--- src/rtl/arb_packet_pkg.sv ---
// Shared types, default widths and grant-decode helpers for arb_packet_mux.
package arb_packet_pkg;

    localparam int unsigned DEF_CLIENTS    = 16;
    localparam int unsigned DEF_DATA_WIDTH = 32;
    // Grant helpers operate on a fixed-width vector; CLIENTS must not exceed it
    localparam int unsigned MAX_CLIENTS    = 64;
    localparam int unsigned MAX_IDX_W      = 6;

    typedef enum logic {
        IDLE   = 1'b0,
        LOCKED = 1'b1
    } state_t;

    // True when exactly one bit of v is set
    function automatic logic is_onehot(input logic [MAX_CLIENTS-1:0] v);
        return (v != '0) && ((v & (v - MAX_CLIENTS'(1))) == '0);
    endfunction

    // Index of the set bit of a one-hot vector (OR-reduction of bit positions)
    function automatic logic [MAX_IDX_W-1:0] onehot_to_idx(input logic [MAX_CLIENTS-1:0] v);
        logic [MAX_IDX_W-1:0] idx;
        idx = '0;
        for (int unsigned i = 0; i < MAX_CLIENTS; i++) begin
            if (v[i]) idx = idx | MAX_IDX_W'(i);
        end
        return idx;
    endfunction

endpackage

--- src/rtl/arb_packet_out_reg.sv ---
// Single-entry valid/ready output slot carrying {last, id, data}.
module arb_packet_out_reg
    import arb_packet_pkg::*;
#(
    parameter int unsigned DATA_WIDTH = DEF_DATA_WIDTH,
    parameter int unsigned IDW        = 4
) (
    input  logic                  clk,
    input  logic                  rst_n,
    input  logic                  i_load,
    input  logic [DATA_WIDTH-1:0] i_data,
    input  logic                  i_last,
    input  logic [IDW-1:0]        i_id,
    input  logic                  i_ready,
    output logic                  o_ready_c,
    output logic                  o_valid,
    output logic [DATA_WIDTH-1:0] o_data,
    output logic                  o_last,
    output logic [IDW-1:0]        o_id
);

    logic                  valid_q, valid_d;
    logic [DATA_WIDTH-1:0] data_q, data_d;
    logic                  last_q, last_d;
    logic [IDW-1:0]        id_q, id_d;

    // Slot can take a beat when empty or when its current beat leaves this cycle
    assign o_ready_c = ~valid_q | i_ready;

    // Load on accept, drain on downstream ready, otherwise hold
    always_comb begin
        valid_d = valid_q;
        data_d  = data_q;
        last_d  = last_q;
        id_d    = id_q;
        if (i_load) begin
            valid_d = 1'b1;
            data_d  = i_data;
            last_d  = i_last;
            id_d    = i_id;
        end else if (i_ready) begin
            valid_d = 1'b0;
        end
    end

    // Slot registers
    always_ff @(posedge clk or negedge rst_n) begin
        if (!rst_n) begin
            valid_q <= 1'b0;
            data_q  <= '0;
            last_q  <= 1'b0;
            id_q    <= '0;
        end else begin
            valid_q <= valid_d;
            data_q  <= data_d;
            last_q  <= last_d;
            id_q    <= id_d;
        end
    end

    assign o_valid = valid_q;
    assign o_data  = data_q;
    assign o_last  = last_q;
    assign o_id    = id_q;

endmodule

--- src/rtl/arb_packet_mux.sv ---
// Packet mux behind a round-robin arbiter: locks onto the granted client until
// its last beat is accepted and forwards beats through a registered slot.
// Optional watchdog: define ARB_PACKET_MUX_TIMEOUT_EN to release stalled locks.
module arb_packet_mux
    import arb_packet_pkg::*;
#(
    parameter int unsigned CLIENTS    = DEF_CLIENTS,
    parameter int unsigned DATA_WIDTH = DEF_DATA_WIDTH,
    parameter int unsigned IDW        = (CLIENTS > 1) ? $clog2(CLIENTS) : 1
`ifdef ARB_PACKET_MUX_TIMEOUT_EN
    ,
    parameter int unsigned TIMEOUT    = 64
`endif
) (
    input  logic                          i_clk,
    input  logic                          i_rst_n,
    input  logic [CLIENTS-1:0]            i_valid,
    input  logic [CLIENTS*DATA_WIDTH-1:0] i_data,
    input  logic [CLIENTS-1:0]            i_last,
    output logic [CLIENTS-1:0]            o_ready,
    output logic [CLIENTS-1:0]            o_req,
    output logic                          o_block_arb,
    input  logic [CLIENTS-1:0]            i_gnt,
    output logic                          o_valid,
    output logic [DATA_WIDTH-1:0]         o_data,
    output logic                          o_last,
    output logic [IDW-1:0]                o_id,
    input  logic                          i_ready,
    output logic                          o_gnt_err,
    output logic                          o_timeout
);

    state_t                state_q, state_d;
    logic [IDW-1:0]        owner_q, owner_d;
    logic                  gnt_err_q, gnt_err_d;

    logic                  gnt_onehot_c;
    logic                  gnt_multi_c;
    logic [IDW-1:0]        gnt_idx_c;
    logic                  slot_ready_c;
    logic                  accept_c;
    logic                  own_valid_c;
    logic                  own_last_c;
    logic [DATA_WIDTH-1:0] own_data_c;

`ifdef ARB_PACKET_MUX_TIMEOUT_EN
    localparam int unsigned CW = (TIMEOUT > 2) ? $clog2(TIMEOUT) : 1;
    logic [CW-1:0] cnt_q, cnt_d;
    logic          timeout_q, timeout_d;
`endif

    // Request vector is the raw client valids
    assign o_req = i_valid;

    // Grant decode
    assign gnt_onehot_c = is_onehot(MAX_CLIENTS'(i_gnt));
    assign gnt_multi_c  = (|i_gnt) & ~gnt_onehot_c;
    assign gnt_idx_c    = IDW'(onehot_to_idx(MAX_CLIENTS'(i_gnt)));

    // Owner lane select
    assign own_valid_c = i_valid[owner_q];
    assign own_last_c  = i_last[owner_q];
    assign own_data_c  = i_data[32'(owner_q) * DATA_WIDTH +: DATA_WIDTH];

    // Next-state, lock capture, per-client ready and watchdog
    always_comb begin
        state_d     = state_q;
        owner_d     = owner_q;
        gnt_err_d   = 1'b0;
        o_ready     = '0;
        o_block_arb = 1'b0;
        accept_c    = 1'b0;
`ifdef ARB_PACKET_MUX_TIMEOUT_EN
        cnt_d       = '0;
        timeout_d   = 1'b0;
`endif
        case (state_q)
            IDLE: begin
                // Freeze the arbiter as soon as a grant is presented
                o_block_arb = |i_gnt;
                if (gnt_onehot_c && i_valid[gnt_idx_c]) begin
                    owner_d = gnt_idx_c;
                    state_d = LOCKED;
                end else if (gnt_multi_c) begin
                    gnt_err_d = 1'b1;
                end
            end
            LOCKED: begin
                o_block_arb      = 1'b1;
                o_ready[owner_q] = slot_ready_c;
                accept_c         = own_valid_c & slot_ready_c;
                if (accept_c && own_last_c) begin
                    state_d = IDLE;
                end
`ifdef ARB_PACKET_MUX_TIMEOUT_EN
                if (!accept_c) begin
                    if (cnt_q == CW'(TIMEOUT - 1)) begin
                        state_d   = IDLE;
                        timeout_d = 1'b1;
                    end else begin
                        cnt_d = cnt_q + CW'(1);
                    end
                end
`endif
            end
            default: state_d = IDLE;
        endcase
    end

    // Control registers
    always_ff @(posedge i_clk or negedge i_rst_n) begin
        if (!i_rst_n) begin
            state_q   <= IDLE;
            owner_q   <= '0;
            gnt_err_q <= 1'b0;
        end else begin
            state_q   <= state_d;
            owner_q   <= owner_d;
            gnt_err_q <= gnt_err_d;
        end
    end

`ifdef ARB_PACKET_MUX_TIMEOUT_EN
    // Watchdog registers
    always_ff @(posedge i_clk or negedge i_rst_n) begin
        if (!i_rst_n) begin
            cnt_q     <= '0;
            timeout_q <= 1'b0;
        end else begin
            cnt_q     <= cnt_d;
            timeout_q <= timeout_d;
        end
    end
    assign o_timeout = timeout_q;
`else
    assign o_timeout = 1'b0;
`endif

    assign o_gnt_err = gnt_err_q;

    arb_packet_out_reg #(
        .DATA_WIDTH (DATA_WIDTH),
        .IDW        (IDW)
    ) u_out_reg (
        .clk       (i_clk),
        .rst_n     (i_rst_n),
        .i_load    (accept_c),
        .i_data    (own_data_c),
        .i_last    (own_last_c),
        .i_id      (owner_q),
        .i_ready   (i_ready),
        .o_ready_c (slot_ready_c),
        .o_valid   (o_valid),
        .o_data    (o_data),
        .o_last    (o_last),
        .o_id      (o_id)
    );

endmodule

--- config.mk ---
export PLATFORM = sky130hd
export DESIGN_NAME = arb_packet_mux
export DESIGN_NICKNAME = d
export VERILOG_FILES = /design/src/rtl/arb_packet_pkg.sv /design/src/rtl/arb_packet_out_reg.sv /design/src/rtl/arb_packet_mux.sv
export SDC_FILE = /design/constraint.sdc
export NUM_CORES = 1
export LEC_CHECK = 0
export BUFFER_PORTS_ARGS = -buffer_cell sky130_fd_sc_hd__buf_2
export CELL_PAD_IN_SITES_DETAIL_PLACEMENT = 1
export CELL_PAD_IN_SITES_GLOBAL_PLACEMENT = 2
export CORE_AREA = 2 2 249 251
export CTS_BUF_LIST = sky130_fd_sc_hd__clkbuf_16
export DETAILED_ROUTE_END_ITERATION = 8
export DIE_AREA = 0 0 251 253
export MAX_ROUTING_LAYER = met4
export PLACE_DENSITY = 0.57
export REMOVE_ABC_BUFFERS = 1
export SYNTH_ARGS = -nofsm -noshare
export SYNTH_HDL_FRONTEND = slang
export SYNTH_HIERARCHICAL = 1
export SYNTH_SLANG_ARGS = --single-unit
export TNS_END_PERCENT = 5
--- constraint.sdc ---
create_clock -name i_clk -period 4.2 [get_ports i_clk]
set_input_delay 0.21 -clock i_clk [delete_from_list [all_inputs] [get_ports i_clk]]
set_output_delay 0.21 -clock i_clk [all_outputs]
set_load 0.005 [all_outputs]
Yosys cells after proc, flatten, opt, wreduce, memory -nomap -nowiden:

Cells that the tools add are included.

* flip-flop bits (word level): 44
* word-level logic and storage cells: 63
* bits of input ports: 563

* order comparisons: 3
* shift-type cells: 1
* add/subtract/negate cells: 1
* reduce and logical (&&, ||, !) cells: 9
* muxes and demuxes: 34
* bitwise operators: 8

Operator list (count)
* indexed part select 512 x 10 -> 32 bit: 1
* bitwise AND 16 x 64 -> 64 bit: 1
* zero test 64 bit: 1
* 2-to-1 mux 4 bit: 8
* subtractor 16 x 1 -> 17 bit, second input constant: 1
* bitwise AND 16 bit: 1
* 2-to-1 mux 16 bit: 1
* nonzero test 16 bit: 1
* OR reduction 16 bit: 1
* 2-to-1 mux 1 bit: 13
* binary-select mux 1 bit (select 4 bit): 3
* 2-to-1 mux 3 bit: 4
* less-than comparator 4 x 5 -> 1 bit, second input constant: 2
* demux 1 bit (select 4 bit): 1
* >= comparator 4 x 1 -> 1 bit, second input constant: 1
* logical AND 1 bit: 4
* 2-to-1 mux 2 bit: 2
* one-hot mux 1 bit (2 select lines): 2
* inverter 1 bit: 3
* bitwise AND 1 bit: 2
* AND reduction 2 bit: 1
* nonzero test 2 bit: 1
* bitwise OR 1 bit: 1

Longest topological paths before layout:

Gate-level depths: netlist of run 1.

* depth in word-level cells: 20
* depth in mapped cells: 8
* gate-level depth less buffers: 7

Modules after synthesis:

Netlist of run 1, hierarchy kept.

By module, submodules not included
* arb_packet_mux: cells an instance 338, area each 5008.6 µm², times used 1
* arb_packet_out_reg: cells an instance 81, area each 1490.2 µm², times used 1

Worst setup path before layout of run 1:

Ideal clock, no wire load.

* path kind: register -> register
* start: register owner_q[0]
* end: register u_out_reg.data_q[10] (netlist: u_out_reg/o_data[10])
* slack: 1.710 ns
* stages on the path, launching flop included: 9
* required time: 4.075 ns
* arrival: 2.365 ns
* path buffers: 4
* setup time: 0.125 ns
* period minus slack after synthesis: 2.490 ns
* path through: dfrtp_1 > buf_2 > buf_4 > mux4_2 > mux4_2 > nor2b_1 > buf_6 > buf_6 > mux2_4

* word-level cells in the longest chain between the ends: 4

Ends and longest elaborated chain
* from (decl): RTL line arb_packet_mux.sv:34 `logic [IDW-1:0] owner_q, owner_d;`
* from (signal assigned): RTL line arb_packet_mux.sv:118 `owner_q <= owner_d;`
* binary-select mux 1 bit (select 4 bit): RTL line arb_packet_mux.sv:61 `assign own_valid_c = i_valid[owner_q];`
* 2-to-1 mux 1 bit (implied by the code): RTL line arb_packet_mux.sv:61
* bitwise AND 1 bit: RTL line arb_packet_mux.sv:91 `accept_c = own_valid_c & slot_ready_c;`
* 2-to-1 mux 1 bit: RTL line arb_packet_mux.sv:77 `case (state_q)`
* named net accept_c: RTL line arb_packet_mux.sv:41 `logic accept_c;`
* to (signal assigned): RTL line arb_packet_out_reg.sv:55 `data_q <= data_d;`
* to (decl): RTL line arb_packet_out_reg.sv:23 `logic [DATA_WIDTH-1:0] data_q, data_d;`

The timed path passes the listed nets, and every way through them passes these cells. The select of a mux whose other input is x is not followed.
A chain may end at the register's enable or synchronous reset.

Worst setup path after layout of run 1:

* start: register owner_q[0]
* end: register u_out_reg.data_q[16] (netlist: u_out_reg/o_data[16])

The elaborated chain is that of the path after synthesis.

==> results of run 1 <==
[area by class of cell]
class                           instances  share of cell area [%]
Clock buffer                            5                   1.170
Timing Repair Buffer                  649                   31.58
Antenna cell                            8                  0.1872
Sequential cell                        44                   10.41
Inverter                                2                 0.07018
Multi-Input combinational cell        310                   47.21
Tap cell                              790                   9.241
Clock inverter                          3                  0.1287
[critical path: stages (launching register included)]
cell	delay, ns
dfrtp_4	0.80
mux4_2	0.58
mux4_2	0.53
nor2b_4	0.15
buf_4	0.24
mux2_4	0.36
[power by group]
group	internal (uW)	total, uW	switching, uW
sequential	425	429	3.88
combinational	323	504	181
clock	219	448	229
[layer usage]
metal | wire length, microns | up-vias
li1 | - | 3038
met1 | 14520 | 3526
met5 | 0 | -
met2 | 19970 | 400
met4 | 1038 | 0
met3 | 3332 | 32
[through the flow]
stage / hold slack, ns / instances
floorplan: -0.08559 / 356
global placement: 0.3476 / 1794
detailed placement: 0.3615 / 1794
CTS: 0.3066 / 1803
global route: 0.3348 / 1811
finish: 0.3192 / 1811
[cell usage in the layout, fill, tap and decap left out, types with 4 or more instances in the layout]
cell / count
buf_2: 633
mux4_2: 170
dfrtp_1: 40
nor2_1: 22
mux2_2: 22
mux2_4: 19
nand2_1: 13
diode_2: 8
buf_4: 8
nor3_1: 7
buf_12: 7
nand3_1: 5
mux2_1: 5
clkbuf_16: 5
nand4_1: 4
nand2b_1: 4
nor4_2: 4
mux2i_1: 4
[how the worst min path moves through the flow]
stage,from,to,slack (ns),cells after the start
after global routing,i_ready,u_out_reg/o_valid$_DFFE_PN0P_,0.33,3
after CTS,i_ready,u_out_reg/o_valid$_DFFE_PN0P_,0.31,3
final,i_ready,u_out_reg/o_valid$_DFFE_PN0P_,0.32,3
after detailed placement,i_rst_n,u_out_reg/o_data[11]$_DFFE_PN0P_,0.36,1
after floorplan,i_rst_n,o_gnt_err$_DFF_PN0_,-0.09,0
after global placement,i_rst_n,u_out_reg/o_data[11]$_DFFE_PN0P_,0.35,1
[flip-flops by register name (all words and copies together), names as in the netlist]
| register | count |
|---|---|
| u_out_reg/o_last | 1 |
| owner_q | 4 |
| state_q | 1 |
| o_gnt_err | 1 |
| u_out_reg/o_id | 4 |
| u_out_reg/o_valid | 1 |
| u_out_reg/o_data | 32 |
[cells by family after synthesis]
family,Yosys count
other cells,1
simple gates,75
fa+ha+maj,2
flops,44
buf+inv,65
mux,220
compound gates,12
==> run metrics, run 1 <==
Resized cells post-CTS=0; post-place setup slack=1.313 ns; fin util=17.53%; f_max=0.3532 GHz; total clock sinks=44; initial DRC count=272; FP Rows=91; Final GP Congestion=0.8663; core area=0.06103 sq mm; max_cap viols=0; period utilization=67.41%; via density per instance=3.863; Final ANT Viol Nets=0; vias in the first global route=7970; Port Buf Inserts=634; number of enable flip-flop cells after synthesis=0; Clock Path Buffers=2; Initial Util=10.65%; Vias=6996; CP arrival=3.04 ns; Clock transition at path regs=0.08 ns; Leakage=0.004678 uW; crit-path max FO=28; gr busiest metal=met2; Pwr Density=129.1 mW/mm^2; sequential area share after synthesis=16.94%; critical path class=register to register; RSZ-0062 raised after global routing=false; Worst R2R Path Depth=5; worst-skew pair later-pin latency=0.32 ns; worst vdd rail ir drop=0.1153 mV; clock tree from TritonCTS=built; Power Total=1381 uW; H-tree depth=2; Slew headroom=43.59%; FF-to-FF setup slack=1.37 ns; Synth Area in Compound Gates=1.579%; xor/xnor cell area share of the yosys netlist=0%; FILL cells=7158; GR Layer Usage met3=3.886%; Worst EP required=4.41 ns; post-synth cell types=42; Num CTS Buffers=5; Final TNS setup=0 ns; met2 Use GR=21.15%; Crit. Startpoint=owner_q[0]$_DFFE_PN0P_; register area=0.001114 sq mm; CP endpoint kind=register; die width=251 microns; Post-Synth Simple-Gate Area=7.047%; Total Routing Usage GR=12.04%; cts hold-fix bufs=1; final WL=38870 microns; Async SR Flop Fraction=100.0%; multi-input logic area=0.005050 sq mm; worst-margin pin slew=0.8461 ns; GRT overflow=0; largest area contributor in the netlist=mux4_2; DP HPWL=33480 microns; Setup Fix Bufs, Post-CTS=0; cells after synthesis=419; full die area=0.06350 sq mm; CTS Root Cell=clkbuf_16; Yosys Warn Count=6; reg-to-reg startpoint=owner_q[0]$_DFFE_PN0P_; worst setup margin=1.369 ns; global routing met1 resource utilization=12.79%; Die Ht=253 microns; fin crit period=2.831 ns; ys flop type=dfrtp_1; Final Setup Violations=0; largest net degree at the start of global routing=50; Hold Vio Cnt, Final=0; type of the most critical hold path=input pin to register; Yosys reg bits=44; initial antenna violation count=11; global-route wire length before repair=53740 microns; Remaining DRCs=0; layout cell share with drive strength beyond 1=87.56%; P&R area growth vs syn=64.59%; max-slew violations=0; Nets=1575; First-pass DRT Iterations=4; clock skew=0.01006 ns; I/O Pins=636; end of the critical path=u_out_reg/o_data[16]$_DFFE_PN0P_; most common cell in the synthesized netlist=mux4_2; Design Area, Final=0.01070 sq mm; Placement Cell Area=0.01053 sq mm; synthesized cell area=0.006499 sq mm; Synth area leaders=mux4_2 59%, dfrtp_1 17%, mux2_4 4.4%, mux2_2 3.8%, buf_4 2.1%; Post-Syn Area per Cell=15.51 sq um; main combinational cell family by area after synthesis=multiplexers; worst r2r dst=u_out_reg/o_data[16]$_DFFE_PN0P_; post-synth top area share=58.91%; mux cell area share after synthesis=68.60%; type of origin of the critical path=register; Synth top cells by count=170 x mux4_2, 44 x dfrtp_1, 22 x mux2_2, 22 x nor2_1, 19 x mux2_4; Synth Area in Adders=0.3080%; mean routed wirelength per cell=21.46 microns; status=finished clean
Power figures use the tool's default switching activity.
==> run 2: changes to the inputs <==
--- a/config.mk
+++ b/config.mk
@@ -8,12 +8,12 @@
 export BUFFER_PORTS_ARGS = -buffer_cell sky130_fd_sc_hd__buf_2
 export CELL_PAD_IN_SITES_DETAIL_PLACEMENT = 1
 export CELL_PAD_IN_SITES_GLOBAL_PLACEMENT = 2
-export CORE_AREA = 2 2 249 251
+export CORE_AREA = 2 2 245 247
 export CTS_BUF_LIST = sky130_fd_sc_hd__clkbuf_16
 export DETAILED_ROUTE_END_ITERATION = 8
-export DIE_AREA = 0 0 251 253
+export DIE_AREA = 0 0 247 249
 export MAX_ROUTING_LAYER = met4
-export PLACE_DENSITY = 0.57
+export PLACE_DENSITY = 0.6
 export REMOVE_ABC_BUFFERS = 1
 export SYNTH_ARGS = -nofsm -noshare
 export SYNTH_HDL_FRONTEND = slang
==> constraint.sdc (replaced) <==
create_clock -name i_clk -period 2.6 [get_ports i_clk]
set_input_delay 0.13 -clock i_clk [delete_from_list [all_inputs] [get_ports i_clk]]
set_output_delay 0.13 -clock i_clk [all_outputs]
set_load 0.005 [all_outputs]
==> run 2 against run 1 <==
  * Sequential power increased by 61%
  * Global-route usage increased by 0.24 points
  * Final area increased by 0.92%
  * Combinational power increased by 63%
  * Sequential cell count unchanged
  * Die area decreased by 3.1%
  * Largest power group unchanged
  * Routed wire length decreased by 2.2%
  * Critical path type unchanged
  * Utilization increased by 0.87 points
  * Critical path depth unchanged
  * Sequential share of layout area decreased by 0.095 points
  * Setup slack got worse by 1.2 ns
==> run metrics, run 2 (same netlist as run 1, synthesis figures left out) <==
status=finished clean; Worst EP required=2.81 ns (-1.60 ns); Cell Chain, Critical Path=buf_12 > buf_12 > mux4_2 > mux4_2 > mux2_4; Design Area, Final=0.01080 sq mm (+0.92%); post-place setup slack=0.1447 ns (-1.168 ns); Vias=7032 (+0.51%); Remaining DRCs=0 (unchanged); period utilization=93.41% (+26 points); Post-Layout Cell Count=1802 (-0.50%); CTS Root Cell=clkbuf_16; worst hold path depth=3 (unchanged); type of the most critical hold path=input pin to register; global-route wire length before repair=54080 microns (+0.63%); vias in the first global route=8171 (+2.5%); Num CTS Buffers=5 (unchanged); Final Setup Violations=0 (unchanged); clock tree from TritonCTS=built; metal3 WL=2737 microns (-18%); Port Buf Inserts=634 (unchanged); Final ANT Viol Nets=0 (unchanged); DP HPWL=32340 microns (-3.4%); Total Routing Usage GR=12.28% (+0.24 points); FP Rows=89 (-2.2%); initial DRC count=267 (-1.8%); Placement Cell Area=0.01061 sq mm (+0.82%); GRT overflow=0 (unchanged); Pwr Density=216.1 mW/mm^2 (+67%); layout cell share with drive strength beyond 1=87.72% (+0.16 points); core area=0.05869 sq mm (-3.8%); via density per instance=3.902 (+1.0%); Clock transition at path regs=0.08 ns (about the same); CP endpoint kind=register; worst-skew pair later-pin latency=0.33 ns (about the same); RSZ-0062 raised after global routing=false; commonest non-fill, non-tap cell in the layout=buf_2; First-pass DRT Iterations=4 (unchanged); Initial Util=11.07% (+0.43 points); CP arrival=2.64 ns (-0.40 ns); critical path class=register to register; Setup Fix Bufs, Post-CTS=0 (unchanged); die width=247 microns (-1.6%); full die area=0.06150 sq mm (-3.1%); worst-margin pin slew=0.7506 ns (-0.09550 ns); Worst R2R Path Depth=5 (unchanged); max layer used=met4; FF-to-FF setup slack=0.17 ns (-1.20 ns); I/O Pins=636 (unchanged); type of origin of the critical path=register; HP Start=i_ready; f_max=0.4118 GHz (+17%); max reg flops=32 (unchanged); clock skew=0.01130 ns (+0.001243 ns); H-tree depth=2 (unchanged); fin util=18.40% (+0.87 points); most frequent cells in the layout=634 x buf_2, 170 x mux4_2, 40 x dfrtp_1; total clock sinks=44 (unchanged); Clock Path Buffers=2 (unchanged); max incr delay on CP=0.53 ns (-0.27 ns); max-slew violations=0 (unchanged); Nets=1588 (+0.83%); slowest CP cell=mux4_2; fin crit period=2.429 ns (-0.4027 ns); Die Ht=249 microns (-1.6%); met2 WL=20950 microns (+4.9%); initial antenna violation count=9 (-2); worst r2r dst=u_out_reg/o_data[20]$_DFFE_PN0P_; M1 WL=13810 microns (-4.9%); Placed Instances=1790 (-0.22%); worst setup margin=0.1714 ns (-1.197 ns); Power Total=2332 uW (+69%); crit-path max FO=23 (-18%); largest net degree at the start of global routing=65 (+30%); Final GP Congestion=0.8653 (-0.12%); reg-to-reg startpoint=owner_q[0]$_DFFE_PN0P_; worst vdd rail ir drop=0.1985 mV (+72%); final WL=38000 microns (-2.2%); mean routed wirelength per cell=21.09 microns (-1.7%); Slew headroom=49.96% (+6.4 points); Hold Vio Cnt, Final=0 (unchanged); max_cap viols=0 (unchanged); Min-Delay Endpoint=u_out_reg/o_valid$_DFFE_PN0P_; Leakage=0.004764 uW (+1.8%); P&R area growth vs syn=66.12%
run 2: changes by cell type in the layout (fill, tap and decap cells not counted):
cell,before,now
buf_2,633,634
buf_12,7,8
bufinv_16,0,1
clkinv_2,2,1
clkinv_1,1,0
diode_2,8,3
inv_1,2,3
buf_4,8,19
run 2: layer usage:
layer  global-route usage (%)  up-vias
met3                    2.499       36
li1                         -     3052
met4                    2.117        0
met2                    23.65      396
met1                    12.78     3548
met5                        -        -
run 2: final cells by class:
type,count,area [sq um]
antenna,3,7.507
clock buffer,5,125.1
clock inverter,3,38.79
fill,6876,47890
inverter,2,7.507
multi-input combinational,310,5050
sequential,44,1114
tap,773,967.2
timing repair buffer,662,3486
run 2: worst max-delay path by stage:
| stage | start | to | slack, ns |
|---|---|---|---|
| after floorplan | owner_q[0]$_DFFE_PN0P_ | u_out_reg/o_id[0]$_DFFE_PN0P_ | -6.36 |
| after global placement | owner_q[0]$_DFFE_PN0P_ | u_out_reg/o_data[4]$_DFFE_PN0P_ | 0.16 |
| after detailed placement | owner_q[0]$_DFFE_PN0P_ | u_out_reg/o_data[26]$_DFFE_PN0P_ | 0.14 |
| after CTS | owner_q[0]$_DFFE_PN0P_ | u_out_reg/o_data[26]$_DFFE_PN0P_ | 0.15 |
| after global routing | owner_q[0]$_DFFE_PN0P_ | u_out_reg/o_data[26]$_DFFE_PN0P_ | 0.08 |
| final | owner_q[0]$_DFFE_PN0P_ | u_out_reg/o_data[20]$_DFFE_PN0P_ | 0.17 |
run 2: critical path, delay by kind of cell (launching register included):
kind | cells | cell delay [ns]
flip-flops | 1 | 0.51
multiplexers | 3 | 1.28
buffers and inverters | 2 | 0.47
run 2: power breakdown:
group	total, uW	switching (uW)	internal [uW]
Sequential	689	2.42	687
Clock	821	369	452
Combinational	822	298	525
run 2: metrics by stage:
step	TNS, ns	hold slack (ns)
2_1_floorplan	-299.93	-0.1656
3_3_place_gp	0	0.3477
3_5_place_dp	0	0.3545
4_1_cts	0	0.1802
5_1_grt	0	0.2155
6_report	0	0.2203
run 2: repair_timing:
action / 4_1_cts / 5_1_grt
gates resized for setup: 0 / 0
hold buffers: 1 / 0
setup endpoints to repair: 0 / 0
endpoints found under the hold margin: 35 / 0
